## config.mk

```make
export PLATFORM = sky130hd
export DESIGN_NAME = neighbor_table_writer_flat
export DESIGN_NICKNAME = d
export VERILOG_FILES = /design/src/rtl/neighbor_table_writer_if.sv /design/src/rtl/neighbor_table_writer.sv /design/src/flat_wrapper.sv
export SDC_FILE = /design/constraint.sdc
export NUM_CORES = 1
export LEC_CHECK = 0
export ABC_AREA = 1
export CAP_MARGIN = 40
export CORE_AREA = 2 2 138 140
export DETAILED_ROUTE_END_ITERATION = 12
export DIE_AREA = 0 0 140 142
export GPL_TIMING_DRIVEN = 0
export PLACE_DENSITY = 0.87
export SYNTH_ARGS = -nofsm -noshare
export SYNTH_HDL_FRONTEND = slang
export SYNTH_SLANG_ARGS = --single-unit
export TNS_END_PERCENT = 50
```

## constraint.sdc

```tcl
create_clock -name clock -period 4.7 [get_ports clock]
set_clock_uncertainty 0.05 [all_clocks]
set_input_delay 1.41 -clock clock [delete_from_list [all_inputs] [get_ports clock]]
set_output_delay 1.41 -clock clock [all_outputs]
set_load 0.02 [all_outputs]
```

## src/rtl/neighbor_table_writer_if.sv

```systemverilog
`default_nettype none
// neighbor_table_writer_if: advert handshake plus data-memory port bundle.  Rev 1.0
interface neighbor_table_writer_if #(
  parameter int WORD_WIDTH = 16
);
  logic                  in_valid;
  logic                  in_ready;
  logic [WORD_WIDTH-1:0] nbr_id;
  logic [WORD_WIDTH-1:0] nbr_hops;
  logic [WORD_WIDTH-1:0] nbr_q;
  logic [WORD_WIDTH-1:0] data_in;
  logic [10:0]           address;
  logic                  wr_en;
  logic [WORD_WIDTH-1:0] data_out;

  modport master (
    input  in_valid, nbr_id, nbr_hops, nbr_q, data_in,
    output in_ready, address, wr_en, data_out
  );

  modport slave (
    output in_valid, nbr_id, nbr_hops, nbr_q, data_in,
    input  in_ready, address, wr_en, data_out
  );
endinterface
`default_nettype wire

```

## src/rtl/neighbor_table_writer.sv

```systemverilog
`default_nettype none
// neighbor_table_writer: updates/appends a neighbor entry, then rescans for max Q and tie count.  Rev 1.0
module neighbor_table_writer #(
  parameter logic [10:0] BASE_ADDR  = 11'h100,
  parameter int          MAX_NBR    = 16,
  parameter int          WORD_WIDTH = 16
) (
  input  logic                   clock,
  input  logic                   nrst,
  input  logic                   en,
  input  logic                   start,
  neighbor_table_writer_if.master bus,
  output logic                   busy,
  output logic                   done,
  output logic                   overflow,
  output logic [WORD_WIDTH-1:0]  nbr_count,
  output logic [WORD_WIDTH-1:0]  best_count
);

  localparam logic [WORD_WIDTH-1:0] MAX_CNT = WORD_WIDTH'(MAX_NBR);
  localparam logic [WORD_WIDTH-1:0] ONE     = WORD_WIDTH'(1);

  typedef enum logic [3:0] {
    S_IDLE, S_INIT, S_RDCNT, S_SCAN, S_WRENT, S_WRCNT, S_BEST, S_WRHDR, S_DONE
  } state_t;

  state_t                state, state_n;
  logic                  ph;
  logic [WORD_WIDTH-1:0] ptr, cnt, idx;
  logic [WORD_WIDTH-1:0] id_r, hops_r, q_r;
  logic [WORD_WIDTH-1:0] bq, bc;
  logic                  ovf;

  logic                  ready_w, we_w, last_w, match_w;
  logic [10:0]           addr_w;
  logic [WORD_WIDTH-1:0] wdata_w, cnt_rd_w;

  function automatic logic [10:0] entry_addr(input logic [WORD_WIDTH-1:0] n, input logic [1:0] f);
    logic [10:0] n11;
    n11 = 11'(n);
    return BASE_ADDR + 11'd3 + (n11 * 11'd3) + {9'd0, f};
  endfunction

  assign ready_w  = (state == S_IDLE) && en && !start && nrst;
  assign cnt_rd_w = (bus.data_in > MAX_CNT) ? MAX_CNT : bus.data_in;
  assign last_w   = ((ptr + ONE) == cnt);
  assign match_w  = (bus.data_in == id_r);

  always_comb begin
    state_n = state;
    addr_w  = '0;
    we_w    = 1'b0;
    wdata_w = '0;
    case (state)
      S_IDLE: begin
        if (en && start)                 state_n = S_INIT;
        else if (bus.in_valid && ready_w) state_n = S_RDCNT;
      end
      S_INIT: begin
        addr_w = BASE_ADDR + {9'd0, ptr[1:0]};
        we_w   = 1'b1;
        if (ptr[1:0] == 2'd2) state_n = S_DONE;
      end
      S_RDCNT: begin
        addr_w = BASE_ADDR;
        if (ph) state_n = (cnt_rd_w == '0) ? S_WRENT : S_SCAN;
      end
      S_SCAN: begin
        addr_w = entry_addr(ptr, 2'd0);
        if (ph) begin
          if (match_w)     state_n = S_WRENT;
          else if (last_w) state_n = (cnt < MAX_CNT) ? S_WRENT : S_BEST;
        end
      end
      S_WRENT: begin
        addr_w = entry_addr(idx, ptr[1:0]);
        we_w   = 1'b1;
        case (ptr[1:0])
          2'd0:    wdata_w = id_r;
          2'd1:    wdata_w = hops_r;
          default: wdata_w = q_r;
        endcase
        if (ptr[1:0] == 2'd2) state_n = S_WRCNT;
      end
      // Count goes out after the entry so a half-written append is never visible.
      S_WRCNT: begin
        addr_w  = BASE_ADDR;
        we_w    = 1'b1;
        wdata_w = cnt;
        state_n = S_BEST;
      end
      S_BEST: begin
        addr_w = entry_addr(ptr, 2'd2);
        if (ph && last_w) state_n = S_WRHDR;
      end
      S_WRHDR: begin
        addr_w  = BASE_ADDR + 11'd1 + {10'd0, ptr[0]};
        we_w    = 1'b1;
        wdata_w = ptr[0] ? bq : bc;
        if (ptr[0]) state_n = S_DONE;
      end
      S_DONE:  state_n = S_IDLE;
      default: state_n = S_IDLE;
    endcase
  end

  always_ff @(posedge clock) begin
    if (!nrst) state <= S_IDLE;
    else       state <= state_n;
  end

  always_ff @(posedge clock) begin
    if (!nrst) begin
      ph         <= 1'b0;
      ptr        <= '0;
      cnt        <= '0;
      idx        <= '0;
      id_r       <= '0;
      hops_r     <= '0;
      q_r        <= '0;
      bq         <= '0;
      bc         <= '0;
      ovf        <= 1'b0;
      nbr_count  <= '0;
      best_count <= '0;
    end else begin
      case (state)
        S_IDLE: begin
          ph  <= 1'b0;
          ptr <= '0;
          if (bus.in_valid && ready_w) begin
            id_r   <= bus.nbr_id;
            hops_r <= bus.nbr_hops;
            q_r    <= bus.nbr_q;
          end
        end
        S_INIT: begin
          ptr <= ptr + ONE;
          if (ptr[1:0] == 2'd2) begin
            ptr        <= '0;
            nbr_count  <= '0;
            best_count <= '0;
          end
        end
        S_RDCNT: begin
          ph <= ~ph;
          if (ph) begin
            ptr <= '0;
            bq  <= '0;
            bc  <= '0;
            if (cnt_rd_w == '0) begin
              idx <= '0;
              cnt <= ONE;
            end else begin
              cnt <= cnt_rd_w;
            end
          end
        end
        S_SCAN: begin
          ph <= ~ph;
          if (ph) begin
            if (match_w) begin
              idx <= ptr;
              ptr <= '0;
            end else if (last_w) begin
              ptr <= '0;
              if (cnt < MAX_CNT) begin
                idx <= cnt;
                cnt <= cnt + ONE;
              end else begin
                ovf <= 1'b1;
              end
            end else begin
              ptr <= ptr + ONE;
            end
          end
        end
        S_WRENT: ptr <= (ptr[1:0] == 2'd2) ? '0 : ptr + ONE;
        S_WRCNT: ptr <= '0;
        S_BEST: begin
          ph <= ~ph;
          if (ph) begin
            if (bus.data_in > bq) begin
              bq <= bus.data_in;
              bc <= ONE;
            end else if (bus.data_in == bq) begin
              bc <= bc + ONE;
            end
            ptr <= last_w ? '0 : ptr + ONE;
          end
        end
        S_WRHDR: begin
          ptr <= ptr + ONE;
          if (ptr[0]) begin
            ptr        <= '0;
            nbr_count  <= cnt;
            best_count <= bc;
          end
        end
        S_DONE:  ovf <= 1'b0;
        default: ;
      endcase
    end
  end

  assign bus.in_ready = ready_w;
  assign bus.address  = addr_w;
  assign bus.wr_en    = we_w && nrst;
  assign bus.data_out = wdata_w;
  assign busy         = (state != S_IDLE);
  assign done         = (state == S_DONE);
  assign overflow     = (state == S_DONE) && ovf;

endmodule
`default_nettype wire
```

## src/flat_wrapper.sv

```systemverilog
// flat-port wrapper written by rule: the top's interface ports become plain ports
module neighbor_table_writer_flat 
#(
  parameter logic [10:0] BASE_ADDR  = 11'h100,
  parameter int          MAX_NBR    = 16,
  parameter int          WORD_WIDTH = 16
)
  (clock, nrst, en, start, busy, done, overflow, nbr_count, best_count, bus_in_valid, bus_nbr_id, bus_nbr_hops, bus_nbr_q, bus_data_in, bus_in_ready, bus_address, bus_wr_en, bus_data_out);
  neighbor_table_writer_if #(.WORD_WIDTH(WORD_WIDTH)) bus_i ();
  input  logic clock;
  input  logic nrst;
  input  logic en;
  input  logic start;
  output logic busy;
  output logic done;
  output logic overflow;
  output logic [WORD_WIDTH-1:0] nbr_count;
  output logic [WORD_WIDTH-1:0] best_count;
  input wire logic [$bits(bus_i.in_valid)-1:0] bus_in_valid;
  input wire logic [$bits(bus_i.nbr_id)-1:0] bus_nbr_id;
  input wire logic [$bits(bus_i.nbr_hops)-1:0] bus_nbr_hops;
  input wire logic [$bits(bus_i.nbr_q)-1:0] bus_nbr_q;
  input wire logic [$bits(bus_i.data_in)-1:0] bus_data_in;
  output wire logic [$bits(bus_i.in_ready)-1:0] bus_in_ready;
  output wire logic [$bits(bus_i.address)-1:0] bus_address;
  output wire logic [$bits(bus_i.wr_en)-1:0] bus_wr_en;
  output wire logic [$bits(bus_i.data_out)-1:0] bus_data_out;
  assign bus_i.in_valid = bus_in_valid;
  assign bus_i.nbr_id = bus_nbr_id;
  assign bus_i.nbr_hops = bus_nbr_hops;
  assign bus_i.nbr_q = bus_nbr_q;
  assign bus_i.data_in = bus_data_in;
  assign bus_in_ready = bus_i.in_ready;
  assign bus_address = bus_i.address;
  assign bus_wr_en = bus_i.wr_en;
  assign bus_data_out = bus_i.data_out;
  neighbor_table_writer #(.BASE_ADDR(BASE_ADDR), .MAX_NBR(MAX_NBR), .WORD_WIDTH(WORD_WIDTH)) u_core (.clock(clock), .nrst(nrst), .en(en), .start(start), .bus(bus_i), .busy(busy), .done(done), .overflow(overflow), .nbr_count(nbr_count), .best_count(best_count));
endmodule
```

==> flow_summary.json <==
{
  "status": "finished, violations left",
  "violations": "design-rule violations, negative setup slack",
  "cp_data_required_time_ns": 3.24,
  "final_area_um2": 12700,
  "drt-initial-drc-count": 1093,
  "dp_slack_ns": -0.700,
  "stdcell_count": 1960,
  "antenna_found_initial": 0,
  "layout_min_cycle_time_ns": 4.76,
  "synth_area_per_cell_um2": 6.62,
  "synthFlopType": "dfxtp_1",
  "max_cap_viol_count": 0,
  "hold_start": "u_core.ovf",
  "vias_per_cell": 5.84,
  "die_w_um": 140,
  "placedCellCount": 1920,
  "path_clk_slew_ns": 0.07,
  "nets": 1854,
  "synth_enable_flop_cells": 0,
  "syn_to_final_growth_pct": 23.7,
  "drive_above_1_share": 0.0962,
  "critical_path_class": "flop to output port",
  "grt_pass1_wl_mm": 54.8,
  "grt-ovfl-total": 0,
  "r2r_start": "u_core.bq[11]",
  "max-slew-margin-rel": 0.345,
  "slew_violations": 0,
  "ys_seq_area_frac": 0.313,
  "synth_top_area_share": 0.313,
  "post_dp_cell_area_um2": 11900,
  "finalHoldViolations": 0,
  "cts_tree": "built",
  "root_buffer": "clkbuf_16",
  "die_area_um2": 19900,
  "clock_sinks": 161,
  "h-tree-depth": 4,
  "die_height_um": 142,
  "hold_buffers": 0,
  "grt_max_degree": 17,
  "netlist_area_um2": 10300,
  "row_count": 50,
  "grt_pass1_vias": 10600,
  "yosysWarnings": 0,
  "antenna_cells": 0,
  "irDropWorstVdd_mv": 0.276,
  "grt_use_total": 0.350,
  "dp_hpwl_mm": 26.9,
  "synth_seq_cells": 161,
  "ctsLongestPathBuffers": 2,
  "ys_top_cells_by_area": "dfxtp_1, nand2_1, ha_1",
  "yosysTopAreaCell": "dfxtp_1",
  "setup_violations": 1,
  "gp_congestion": 1.01,
  "cts_buffers": 17,
  "met1_usage": 0.459,
  "n_fill_cell": 1598,
  "use_met3": 0.0676,
  "grt_use_met2": 0.579,
  "syn-num-nets": 1694,
  "grt_setup_unrepaired": "true",
  "cp.arrival_ns": 3.30,
  "synthArstFlopShare": 0,
  "ant_nets": 0,
  "fmax_mhz": 210,
  "path_max_fanout": 5,
  "routed_wl_mm": 35.4,
  "ios": 133,
  "start_util": 0.558,
  "cp-end-kind": "output port",
  "hold_path.class": "flop to flop",
  "core_um2": 18500,
  "fin_ws_ns": -0.0649,
  "syn_inst": 1554,
  "startpoint_type": "flop",
  "wire_per_inst_um": 18.1,
  "ys_types": 51,
  "worst_slew_pin_slew_ns": 0.977,
  "min_period_over_period": 1.01,
  "clock_latency_ns": 0.45,
  "final_common_cell": "nand2_1",
  "vias": 11400,
  "crit_start": "u_core.idx[1]",
  "mostFrequentLayoutCells": "nand2_1, nor2_1, dfxtp_1",
  "power_density_nw_per_um2": 326,
  "drc": 4,
  "port_buffers": 132,
  "p_leak_uw": 0.00508,
  "first_pass_iters": 10,
  "final_core_util": 0.690,
  "grt.busiest_layer": "met2"
}
timing repair:
item                       4_1_cts  5_1_grt
resized for setup               37       50
pin swaps                        1       12
cloned                           0        0
setup buffers                    2        8
setup endpoints to repair       25       20
kinds of logic after synthesis:
| kind of cell | Yosys count | share of synthesized area |
|---|---|---|
| AOI/OAI and AO/OA | 318 | 0.166 |
| xor gates and xnor gates | 40 | 0.0348 |
| adders and majority gates | 71 | 0.0870 |
| buffers and inverters | 197 | 0.0760 |
| DFF | 161 | 0.313 |
| and+or+nand+nor | 767 | 0.323 |
cell usage after synthesis (2+ instances only):
library cell and number:
nand3_1 75, o21ai_0 118, or2_2 8, a21o_1 3, ha_1 70, nor2_4 2, xor2_1 15, nor2_2 6
dfxtp_1 161, nand2_1 395, o211ai_1 6, o2111ai_1 7, o311ai_0 2, nand3b_1 3, inv_2 9, a211oi_1 2
inv_1 127, a31oi_1 2, nor4_1 8, nor2_1 180, nand2_2 17, clkbuf_1 47, o221ai_1 3, o21bai_1 4
a21oi_1 148, xnor2_1 24, nand4_1 23, nor3_1 31, o21ai_1 10, buf_2 8, nor3_2 12, nand2_4 2
o22ai_1 8
layout make-up:
type	count	area, um^2	share of cell area
Multi-Input combinational cell	1196	6430	0.505
Sequential cell	161	3250	0.255
Timing Repair Buffer	142	1390	0.109
Inverter	138	526	0.0412
Clock buffer	18	439	0.0345
Tap cell	234	293	0.0230
Buffer	58	278	0.0218
Clock inverter	13	143	0.0112
flip-flops by register name, summed over array words and instances, names as in the netlist:
signal and count:
u_core.hops_r 16, u_core.cnt 16, u_core.nbr_count 16, u_core.ovf 1, u_core.id_r 16, u_core.ptr 16, u_core.bc 16, u_core.q_r 16
u_core.ph 1, u_core.state 4, u_core.best_count 16, u_core.bq 16, u_core.idx 11
where the power goes:
group,switching (uW),total [uW],internal [uW],leakage (uW)
registers,66.7,1490,1420,0.00131
clock network,659,1420,763,0.000282
logic,807,1240,438,0.00350
critical path, stage by stage, from the launching register on:
cell	delay, ns
dfxtp_4	0.36
inv_1	0.10
ha_4	0.22
xnor2_2	0.13
xor2_1	0.15
ha_2	0.21
fa_2	0.41
nand3_2	0.07
nand2_2	0.06
nand2_2	0.08
nand2_2	0.05
a21oi_2	0.16
nor2_2	0.06
nor2_1	0.10
o21bai_1	0.09
or2_4	0.26
nand3_4	0.06
nand2_2	0.05
inv_2	0.04
nand2_1	0.05
buf_6	0.13
metrics by stage:
step	TNS [ns]	total power, uW	hold WS (ns)
2_1_floorplan	0	2230	0.383
3_3_place_gp	-0.991	2630	0.395
3_5_place_dp	-1.07	2640	0.404
4_1_cts	-0.126	4040	0.413
5_1_grt	-0.294	4300	0.426
6_report	-0.0649	4150	0.413
routing by layer:
layer / part of all wire / vias to the layer above
li1: - / 5465
met1: 0.41 / 5221
met2: 0.46 / 628
met3: 0.096 / 126
met4: 0.038 / 0
met5: 0 / -
path summary, 6_finish.rpt:
| check | end | cells past startpoint | slack, ns |
|---|---|---|---|
| worst max register to register | u_core.bq[6] | 13 | 1.65 |
| worst min register to register | u_core.ovf | 2 | 0.41 |
| worst max-delay path | bus_address[9] | 20 | -0.06 |
| worst min-delay path | u_core.ovf | 2 | 0.41 |
Note: power is estimated with default switching activity, not from simulation.
